--- src/rtl/flit_requester.sv ---
// Credit-gated flit requester: buffers upstream flits in a small FIFO, requests a
// round-robin arbiter, and registers each granted flit with a priority-update on tails.
module flit_requester #(
  parameter int FLIT_W  = 34,
  parameter int DEPTH   = 4,
  parameter int CREDITS = 4
) (
  input  logic              clk,
  input  logic              arst,
  input  logic              in_valid_i,
  output logic              in_ready_o,
  input  logic [FLIT_W-1:0] in_flit_i,
  input  logic              in_last_i,
  output logic              req_o,
  input  logic              grant_i,
  output logic              update_o,
  output logic              out_valid_o,
  output logic [FLIT_W-1:0] out_flit_o,
  output logic              out_last_o,
  input  logic              credit_i
);

  localparam int AW = $clog2(DEPTH);
  localparam int CW = $clog2(CREDITS + 1);
  localparam logic [AW:0]   PTR_ONE  = (AW + 1)'(1);
  localparam logic [CW-1:0] CRED_ONE = CW'(1);
  localparam logic [CW-1:0] CRED_MAX = CW'(CREDITS);

  typedef enum logic [0:0] {IDLE = 1'b0, PKT = 1'b1} state_t;

  // Each entry holds {last, flit}.
  logic [FLIT_W:0] mem [DEPTH];

  logic [AW:0]       wr_ptr_q, wr_ptr_d;
  logic [AW:0]       rd_ptr_q, rd_ptr_d;
  logic [CW-1:0]     credit_cnt_q, credit_cnt_d;
  state_t            state_q, state_d;
  logic              out_valid_q, out_valid_d;
  logic              update_q, update_d;
  logic              out_last_q, out_last_d;
  logic [FLIT_W-1:0] out_flit_q, out_flit_d;

  logic            full;
  logic            empty;
  logic            push;
  logic            send;
  logic [FLIT_W:0] head;

  assign empty = (wr_ptr_q == rd_ptr_q);
  assign full  = (wr_ptr_q[AW] != rd_ptr_q[AW]) &&
                 (wr_ptr_q[AW-1:0] == rd_ptr_q[AW-1:0]);
  assign head  = mem[rd_ptr_q[AW-1:0]];

  // Readiness and request are both masked during reset, so nothing moves then.
  assign in_ready_o = !full && !arst;
  assign req_o      = !empty && (credit_cnt_q != '0) && !arst;
  assign push       = in_valid_i && in_ready_o;
  assign send       = req_o && grant_i;

  always_comb begin
    wr_ptr_d     = wr_ptr_q;
    rd_ptr_d     = rd_ptr_q;
    credit_cnt_d = credit_cnt_q;
    state_d      = state_q;
    out_valid_d  = send;
    update_d     = send && head[FLIT_W];
    out_flit_d   = out_flit_q;
    out_last_d   = out_last_q;

    if (push) begin
      wr_ptr_d = wr_ptr_q + PTR_ONE;
    end

    if (send) begin
      rd_ptr_d   = rd_ptr_q + PTR_ONE;
      out_flit_d = head[FLIT_W-1:0];
      out_last_d = head[FLIT_W];
      state_d    = head[FLIT_W] ? IDLE : PKT;
    end

    // A returned credit in a send cycle cancels the decrement; otherwise saturate.
    if (send && !credit_i) begin
      credit_cnt_d = credit_cnt_q - CRED_ONE;
    end else if (!send && credit_i && (credit_cnt_q != CRED_MAX)) begin
      credit_cnt_d = credit_cnt_q + CRED_ONE;
    end
  end

  always_ff @(posedge clk) begin
    if (arst) begin
      wr_ptr_q     <= '0;
      rd_ptr_q     <= '0;
      credit_cnt_q <= CRED_MAX;
      state_q      <= IDLE;
      out_valid_q  <= 1'b0;
      update_q     <= 1'b0;
      out_flit_q   <= '0;
      out_last_q   <= 1'b0;
    end else begin
      wr_ptr_q     <= wr_ptr_d;
      rd_ptr_q     <= rd_ptr_d;
      credit_cnt_q <= credit_cnt_d;
      state_q      <= state_d;
      out_valid_q  <= out_valid_d;
      update_q     <= update_d;
      out_flit_q   <= out_flit_d;
      out_last_q   <= out_last_d;
    end
  end

  // Storage has no reset; the pointers alone define which entries are live.
  always_ff @(posedge clk) begin
    if (push) begin
      mem[wr_ptr_q[AW-1:0]] <= {in_last_i, in_flit_i};
    end
  end

  assign out_valid_o = out_valid_q;
  assign update_o    = update_q;
  assign out_flit_o  = out_flit_q;
  assign out_last_o  = out_last_q;

endmodule

--- config.mk ---
export PLATFORM = sky130hd
export DESIGN_NAME = flit_requester
export DESIGN_NICKNAME = d
export VERILOG_FILES = /design/src/rtl/flit_requester.sv
export SDC_FILE = /design/constraint.sdc
export NUM_CORES = 1
export LEC_CHECK = 0
export CAP_MARGIN = 40
export CORE_ASPECT_RATIO = 0.6
export CORE_MARGIN = 1
export CORE_UTILIZATION = 45
export CTS_BUF_LIST = sky130_fd_sc_hd__clkbuf_16
export CTS_CLUSTER_DIAMETER = 150
export CTS_CLUSTER_SIZE = 16
export DETAILED_ROUTE_END_ITERATION = 16
export PLACE_DENSITY = 0.7
export SLEW_MARGIN = 20
export SYNTH_ARGS = -nofsm -noshare
export SYNTH_HDL_FRONTEND = slang
export SYNTH_SLANG_ARGS = --single-unit
--- constraint.sdc ---
create_clock -name clk -period 4 [get_ports clk]
set_clock_uncertainty 0.2 [all_clocks]
set_input_delay 0.8 -clock clk [delete_from_list [all_inputs] [get_ports clk]]
set_output_delay 0.8 -clock clk [all_outputs]
set_load 0.05 [all_outputs]
=== Yosys cells after proc, flatten, opt, wreduce, memory -nomap -nowiden ===
Memory sizes are Yosys's and may differ from the RTL's. A register that Yosys moved wholly into a read port is not among the register bits.
Index checks and enable logic that the tools add are counted.

* Bits in registers: 46
* Memory bits (writable): 140
* Input bits: 40
* Memories: 1

{| class="wikitable"
|+ Memory list
! name !! words !! bits a word !! read ports !! clocked after memory_dff !! write ports !! line !! text
|-
| mem || 4 || 35 || 1 || 1 || 1 || 32 || <nowiki>logic [FLIT_W:0] mem [DEPTH];</nowiki>
|}

* Add/subtract/negate cells: 4
* Equality and inequality tests: 4
* Mux-type cells: 6
* Reductions and logical operators: 17

{| class="wikitable"
|+ Operators by type and width
! cell !! count
|-
| $logic_and 1x1->1 || 10
|-
| $add 3x1->3 const B || 3
|-
| $mux 3 || 2
|-
| $logic_not 1->1 || 5
|-
| $mux 2 || 2
|-
| $eq 3x3->1 || 1
|-
| $ne 3x3->1 const B || 1
|-
| $reduce_bool 3->1 || 1
|-
| $sub 3x1->3 const B || 1
|-
| $eq 2x2->1 || 1
|-
| $mux 1 || 2
|-
| $reduce_bool 2->1 || 1
|-
| $ne 1x1->1 || 1
|}

=== Longest topological paths before layout ===
* Depth after elaboration: 10
* Mapped depth: 9
* Depth with buffers taken out: 8

=== Worst setup path before layout ===
OpenSTA, ideal clock, no wires.

* Kind: input to register
* Start point: input port arst
* End point: register credit_cnt_q[2]
* Data arrival time: 2,594 ps
* Setup slack: 1,075 ps
* Stages: 8
* Buffers on the path: 1
* Path through: a311o_1 -> buf_2 -> or3_1 -> fa_1 -> nor2b_1 -> nor4bb_1 -> a2bb2oi_1 -> a311oi_1

* Word-level cells in the longest chain between the ends: 7

{| class="wikitable"
|+ RTL lines
! what !! line !! text
|-
| start, declared || 9 || <nowiki>input logic arst,</nowiki>
|-
| $logic_not 1->1 || 56 || <nowiki>assign req_o = !empty && (credit_cnt_q != '0) && !arst;</nowiki>
|-
| $logic_and 1x1->1 || 56 ||
|-
| $logic_and 1x1->1 || 58 || <nowiki>assign send = req_o && grant_i;</nowiki>
|-
| $logic_not 1->1 || 84 || <nowiki>end else if (!send && credit_i && (credit_cnt_q != CRED_MAX)) begin</nowiki>
|-
| $logic_and 1x1->1 (2 in series) || 84 ||
|-
| $reduce_bool 2->1 (no line) || -- ||
|-
| end signal, assigned || 102 || <nowiki>credit_cnt_q <= credit_cnt_d;</nowiki>
|-
| end, declared || 36 || <nowiki>logic [CW-1:0] credit_cnt_q, credit_cnt_d;</nowiki>
|}

Several ways; a longest one is shown, not always the timed one.
A chain may end at the register's enable or synchronous reset.

=== Worst setup path after layout ===
* Start point: register wr_ptr_q[0]
* End point: output port req_o

* Word-level cells in the longest chain between the ends: 4

{| class="wikitable"
|+ RTL lines
! what !! line !! text
|-
| start, declared || 34 || <nowiki>logic [AW:0] wr_ptr_q, wr_ptr_d;</nowiki>
|-
| start signal, assigned || 100 || <nowiki>wr_ptr_q <= wr_ptr_d;</nowiki>
|-
| $eq 3x3->1 || 49 || <nowiki>assign empty = (wr_ptr_q == rd_ptr_q);</nowiki>
|-
| $logic_not 1->1 || 56 ||
|-
| $logic_and 1x1->1 (2 in series) || 56 ||
|-
| end, declared || 14 || <nowiki>output logic req_o,</nowiki>
|}

Every way passes these cells.

==> metrics.txt <==
first-pass GRT wire length=23.00 mm; DPL Wire Length=~9.1 mm; Slew HR=53.78%; Resize count post-CTS=0; Ports=between 70 and 80; row count=35; Crit Path Max Fanout=41; Critical Path RT=3.00 ns; NumNets Final=555; Finished Core Util=between 50 and 60%; Post-Synth Adder-Cell Area=under 10%; Via density=5.646; ratio of cells with drive above 1 in the final layout=between 10% and 20%; antenna violations before repair=0; Setup TNS Final=0 ns; yosys warns=0; # diodes=0; slowest cell on the critical path=xnor2_1; CTS root buf=clkbuf_16; total routed wirelength=14.56 mm; TritonCTS clock tree=built; status=finished, final reports clean; CP endpoint kind=output pin; PortBufs=78; most frequent cells in the layout=140 x edfxtp_1, 75 x clkdlybuf4s50_1, 46 x dfxtp_1; post-synthesis cell area=7107 sq um; Peak VDD IR=317.4 uV; max-cap violations=0; HP Start=out_flit_o[17]; most common cell after layout, fill and taps aside=edfxtp_1; Die W=164.2 um; mux cell area share after synthesis=11.23%; Cells after Synth=427; fin crit share=79.07%; TritonCTS buffer count=17; worst r2r path cells=8; async set-or-reset flop fraction in the synthesized netlist=0%; Area growth syn-to-layout=23.47%; worst-skew pair later-pin latency=between 0.4 and 0.5 ns; worst reg2reg endpoint=credit_cnt_q[2]; DRT iter0 DRCs=410; XOR/XNOR Fraction of Synth Area=0.9859%; Hold Path Class=flip-flop to flip-flop; die area=16,320 sq um; Power Density=approximately 500 nW/um^2; crit path DAT=2.16 ns; CTS max path bufs=2; Synth Register Bits=around 190; RD Place Congestion=0.7349; Worst Tran Pin Value=just under 0.7 ns; synthesized area per cell=about 17 sq um; largest net degree at the start of global routing=51; setup slack, reg-to-reg=1.11 ns; CP peak stage delay=0.42 ns; number of global-route vias before repair=4,103; Final Hold Viols=0; GRT Util Overall=19.48%; wire length per cell=20.08 um; max-slew violation count=0; Cell variety after synth=35; TritonCTS Sinks=between 150 and 200; sequential area share after synthesis=72.68%; clock slew at reported path FFs=0.07 ns; postcts setup bufs=0; RSZ-0062 raised after global routing=false; final setup vio count=0; first drt pass iteration count=5; critical path class=flip-flop to output pin; Final Critical Period=3.163 ns; CP Launch Type=flip-flop; simple-gate portion of the synthesized area=4.542%; Die Y-Extent=99.35 um; crit-path leading delay family=buffers and inverters; Residual DRC=0; worst path cell trace=xnor2_1, a311o_2, buf_4, inv_2, buf_12; fmax=316.2 MHz; Synth Area in Compound Gates=7.025%; CTS H-tree depth=4; hold endpoint=out_flit_o[17]; Post-synth top flop=edfxtp_1; Hold Path Depth=2; P_leak=between 2 and 3 nW; antenna-violating nets left=0; Hold-fix buffers, CTS=0; Initial Util=46.24%; Worst R2R Start=wr_ptr_q[0]; core footprint=~15,000 sq um; via count=4,093; Worst Path Buf+Inv=3; Post-synth EDFFs=140; post-synth net total=roughly 470; main combinational cell family by area after synthesis=multiplexers; GRT Residual Overflow=0
[state kept, by name, summed over array words and instances (netlist names), named ones only]
signal        count
credit_cnt_q      3
rd_ptr_q          3
mem             140
update_o          1
out_flit_o       34
out_last_o        1
wr_ptr_q          3
out_valid_o       1
[synthesized netlist by cell type (all sizes together) (5+ instances only)]
library cell	number	area (sq um)
nand3	37	185.2
mux4	35	788.3
clkbuf	18	67.56
ha	5	62.56
dfxtp	48	960.9
edfxtp	140	4204
buf	11	67.56
xnor2	5	43.79
a21oi	39	195.2
inv	9	33.78
o21ai	38	190.2
[power breakdown]
group | leakage [nW] | switching, W | total [W] | internal [W]
sequential | 1.66 | 0.0000360 | 0.00220 | 0.00216
combinational | 0.823 | 0.000255 | 0.000422 | 0.000168
clock | 0.299 | 0.000764 | 0.00177 | 0.00101
total | 2.78 | 0.00106 | 0.00439 | 0.00334
[per-layer routing]
metal  wire length (um)  vias up  part of all wire, %  track usage [%]
met3                946       19                  6.5            4.796
met4                146        0                  1.0            5.199
met2               6699      134                   46            29.21
li1                   -     1845                    -                -
met1               6764     2095                   46            28.50
met5                  0        -                    0                0
[tightest hold or removal path, cell delays in order (launching register included)]
cell     delay (ns)
dfxtp_1        0.31
o21ai_0        0.06
a21oi_1        0.06
[worst max path at each step]
stage / from / end / depth (start not counted)
final: wr_ptr_q[0] / req_o / 5
after global routing: wr_ptr_q[0] / req_o / 5
after CTS: wr_ptr_q[0] / req_o / 5
after detailed placement: in_valid_i / mem[1][6] / 5
after global placement: in_valid_i / mem[2][4] / 5
after floorplan: arst / credit_cnt_q[2] / 8
[cells by family after synthesis]
kind of cell | count (synthesis)
buffers and inverters | 38
AO/OA/AOI/OAI | 90
flip-flops | 188
multiplexers | 36
AND/OR/NAND/NOR | 61
adder cells (fa/ha/maj) | 6
XOR/XNOR | 8
[area by class of cell]
cell class,count,area [sq um]
clock buffer,17,425.4
clock inverter,15,203.9
fill,1165,6596
inverter,9,33.78
multi-input combinational,201,1779
sequential,188,5167
tap,203,254.0
timing repair buffer,92,910.9
[metrics by stage]
stage               hold slack (ns)  worst slack [ns]  total power, W  std cells  instance area [sq um]
CTS                          0.2791            0.8674        0.004417        725                   8775
floorplan                    0.2824             1.075        0.002494        427                   7107
global route                 0.3000            0.7399        0.004542        725                   8775
global placement             0.2649            0.7918        0.002649        692                   8125
detailed placement           0.2693            0.7380        0.002663        693                   8145
finish                       0.2776            0.8373        0.004392        725                   8775
Power figures use the tool's default switching activity.
==> RTL change 1 (config.mk and constraints unchanged) <==
Change the parameter `DEPTH` from 4 to 2.
--- a/src/rtl/flit_requester.sv
+++ b/src/rtl/flit_requester.sv
@@ -2,7 +2,7 @@
 // round-robin arbiter, and registers each granted flit with a priority-update on tails.
 module flit_requester #(
   parameter int FLIT_W  = 34,
-  parameter int DEPTH   = 4,
+  parameter int DEPTH   = 2,
   parameter int CREDITS = 4
 ) (
   input  logic              clk,
Check against the original RTL: not equivalent (Yosys sat finds a counterexample within 4 cycles, from zero or initial values and one cycle with arst high).
==> RTL change 1 against the original RTL <==
Sequential cell count shrank 73; final area fell by 34%; final cell count is 29% lower; area after synthesis is 40% lower; wire length decreased by 44%; count of clock-buffer cells in the layout unchanged; worst setup slack worse by 0.20 ns; power down 25%; first-iteration DRC count down 58%.
==> RTL change 1: results (changes against the original RTL) <==
* Run status: finished clean
* Met2 wire length at 3.79 mm (-43%)
* WL met3 at 517 um (-45%)
* Wire length on met1 at 3.78 mm (-44%)
* GRT Total Usage at 17.9% (-1.6 points)
* Clk pwr share at 47.8% (+7.4 points)
* Netlist cell types at 32 (-8.6%)
* GR Util met3 at 7.05% (+2.3 points)
* Post-DP HPWL at 4.90 mm (-46%)
* Pint at 0.00255 W (-24%)
* GR Util met1 at 23.2% (-5.3 points)
* Relative max-transition margin at 46.9% (-6.9 points)
* Worst-path clk slew at 0.05 ns (-0.02 ns)
* Largest net degree at the start of global routing at 77 (+51%)
* Layout cells sized above 1 at 11.1% (-6.7 points)
* Sequential share of the synthesized area at 70.7% (-2.0 points)
* M2 GR Usage at 26.8% (-2.4 points)
* Net count after synthesis at 331 (-30%)
* Synth top area share at 49.5% (-9.7 points)
* Leakage power at 1.88 nW (-32%)
* Worst vdd ir at 0.368 mV (+16%)
* Fin nets at 416 (-25%)
* Critical Path Fanout Max at 5 (-88%)
* DRT Pass-1 Iters at 4 (-1)
* Post-synth EDFFs at 70 (-50%)
* Placer Congestion at 0.775 (+5.5%)
* DRT iter0 DRCs at 171 (-58%)
* # fillers at 681 (-42%)
* Vias per cell at 5.02 (-11%)
[RTL change 1: changes by cell type after synthesis, sizes merged, moves of 5 or more]
cell | unedited run | this run
nor2 | 4 | 41
ha | 5 | 0
o21ai | 38 | 2
mux2i | 1 | 36
a21oi | 39 | 4
mux4 | 35 | 0
clkbuf | 18 | 8
edfxtp | 140 | 70
nand3 | 37 | 1
a211oi | 2 | 38
[RTL change 1: logic make-up (layout without fill, tap and decap cells)]
logic type / after synthesis / in the layout / synth area share, %
buf+inv: 24 / 122 / 3.30
fa+ha+maj: 1 / 1 / 0.471
compound gates: 55 / 55 / 10.5
mux: 36 / 36 / 8.49
xor+xnor: 8 / 8 / 1.65
flops: 115 / 115 / 70.7
simple gates: 51 / 51 / 4.86
[RTL change 1: path summary, 6_finish.rpt]
path                    end  cells after the start  slack [ns]           start
max                   req_o                      3        0.64     rd_ptr_q[0]
min          out_flit_o[32]                      2        0.30  out_flit_o[32]
max reg2reg  out_flit_o[27]                      5        1.49     rd_ptr_q[0]
min reg2reg  out_flit_o[32]                      2        0.30  out_flit_o[32]
[RTL change 1: stage by stage]
stage          util, %  worst slack [ns]  cells  cell area [um^2]  total power [W]
4_1_cts           63.1             0.643    518              5780          0.00332
3_3_place_gp      56.1             0.970    485              5140          0.00173
2_1_floorplan        -             0.135    290              4250          0.00161
5_1_grt           63.1             0.568    518              5780          0.00341
6_report          63.1             0.641    518              5780          0.00329
3_5_place_dp      56.3             0.892    486              5160          0.00174
[RTL change 1: cell type report]
type	instances	share of cell area (%)
inverter	6	0.390
sequential	115	52.0
tap	130	2.81
timing repair buffer	84	14.6
clock inverter	15	3.40
clock buffer	17	7.36
multi-input combinational	151	19.4
==> RTL change 2 (same settings) <==
Made on the original files. Take the reset off `out_flit_q` and load it in a clocked block of its own.
--- a/src/rtl/flit_requester.sv
+++ b/src/rtl/flit_requester.sv
@@ -94,7 +94,6 @@
       state_q      <= IDLE;
       out_valid_q  <= 1'b0;
       update_q     <= 1'b0;
-      out_flit_q   <= '0;
       out_last_q   <= 1'b0;
     end else begin
       wr_ptr_q     <= wr_ptr_d;
@@ -103,9 +102,12 @@
       state_q      <= state_d;
       out_valid_q  <= out_valid_d;
       update_q     <= update_d;
-      out_flit_q   <= out_flit_d;
       out_last_q   <= out_last_d;
     end
+  end
+
+  always_ff @(posedge clk) begin
+    out_flit_q <= out_flit_d;
   end
 
   // Storage has no reset; the pointers alone define which entries are live.
Behaviour: differs if arst is asserted again (counterexample within 4 cycles, from zero or initial values and one cycle with arst high); with arst held inactive, the same outputs for 10 cycles.
==> RTL change 2 against the original RTL <==
Sequential cell count did not move; final area shrank 2.9%; via count shrank 24%; power is 2.3% lower; wire length shrank 20%; worst setup slack got worse by 0.061 ns; area after synthesis decreased by 4.3%; maximum frequency decreased by 1.9%; register-to-register slack better by 0.33 ns.
==> RTL change 2: results (changes against the original RTL) <==
* Run status: finished clean
* GR Util met1 at 23.6% (-4.9 points)
* Net count after synthesis at 343 (-27%)
* CP Launch Point: arst
* Worst-path clk slew at 0.07 ns (about the same)
* Layout cells sized above 1 at 22.0% (+4.2 points)
* Clock Tree Buf Depth at 2 (unchanged)
* Post-DP HPWL at 7.43 mm (-18%)
* WP data arrival at 2.22 ns (+0.06 ns)
* WL met3 at 970 um (+2.5%)
* Leakage power at 2.75 nW (-1.4%)
* Sequential cell area at 5510 um^2 (+6.6%)
* DP Area at 7920 um^2 (-2.8%)
* Worst slew pin tran at 0.671 ns (-0.0220 ns)
* Critical Path Fanout Max at 2 (-95%)
* End of the critical path: in_ready_o
* Finished Layout Cells at 607 (-16%)
* R2r setup slk at 1.44 ns (+0.33 ns)
* DRT iter0 DRCs at 170 (-59%)
* Met2 wire length at 5.21 mm (-22%)
* First-pass GRT wire length at 18.1 mm (-21%)
* Fin nets at 442 (-20%)
* Largest net degree at the start of global routing at 40 (-22%)
* Placed cells at 575 (-17%)
* M2 GR Usage at 23.4% (-5.8 points)
* Sequential share of the synthesized area at 80.9% (+8.3 points)
* Slowest CP cell: clkdlybuf4s50_1
* Post-synth EDFFs at 174 (+24%)
* GRT Total Usage at 16.1% (-3.4 points)
* Post-place setup slack at 0.703 ns (-0.0353 ns)
* Largest cells by area after synthesis: edfxtp_1 (77%), mux4_2 (12%), dfxtp_1 (4.1%)
* Avg Inst Size Synth at 22.9 um^2 (+38%)
* List of most frequent post-synthesis cells: edfxtp_1 (174), mux4_2 (35), dfxtp_1 (14)
* CP peak stage delay at 0.83 ns (+0.41 ns)
* Placer Congestion at 0.752 (+2.3%)
* R2R cell count at 4 (-4)
* Initial antenna violation count at 0 (unchanged)
* Vias in the first global route at 3265 (-20%)
* Worst vdd ir at 0.277 mV (-13%)
* WL/cell at 19.3 um (-3.9%)
* TritonCTS Buffers at 17 (unchanged)
* Netlist cell types at 31 (-11%)
* GR Util met3 at 4.99% (+0.20 points)
* # fillers at 1082 (-7.1%)
* R2r endpoint: mem[0][6]
* Vias per cell at 5.14 (-8.9%)
* DRT Pass-1 Iters at 4 (-1)
[RTL change 2: worst reg2reg max path: cells and delay by family (launching register included)]
family	cells	cell delay, ns
buf+inv	1	0.32
compound gates	1	0.53
simple gates	1	0.57
flops	1	0.44
xor+xnor	1	0.20
[RTL change 2: how the worst min path moves through the flow]
stage	slack, ns	cells past startpoint	start	endpoint
after floorplan	0.27	1	credit_cnt_q[2]	credit_cnt_q[2]
after global placement	0.28	1	credit_cnt_q[2]	credit_cnt_q[2]
after detailed placement	0.31	1	credit_cnt_q[1]	credit_cnt_q[1]
after CTS	0.32	1	rd_ptr_q[2]	rd_ptr_q[2]
after global routing	0.35	1	credit_cnt_q[1]	credit_cnt_q[1]
final	0.32	1	rd_ptr_q[2]	rd_ptr_q[2]
[RTL change 2: final cells by class]
| type | count | share of cell area (%) |
|---|---|---|
| Clock buffer | 17 | 4.99 |
| Timing Repair Buffer | 90 | 10.6 |
| Inverter | 6 | 0.264 |
| Sequential cell | 188 | 64.6 |
| Tap cell | 198 | 2.91 |
| Multi-Input combinational cell | 93 | 14.5 |
| Clock inverter | 15 | 2.11 |
[RTL change 2: kinds of logic (layout without fill, tap and decap cells)]
family                     count (synthesis)  in the layout  share of synthesized area [%]
and+or+nand+nor                           29             29                           2.21
DFF                                      188            188                           80.9
adders and majority gates                  6              6                           1.21
xor gates and xnor gates                   8              8                           1.03
buffers and inverters                     16            128                          0.975
AOI/OAI and AO/OA                         13             13                           1.75
muxes                                     37             37                           11.9
[RTL change 2: where the power goes]
part / switching, W / internal [W]
Combinational: 0.000182 / 0.000146
Sequential: 0.0000310 / 0.00222
Clock: 0.000758 / 0.000950
Total: 0.000972 / 0.00332
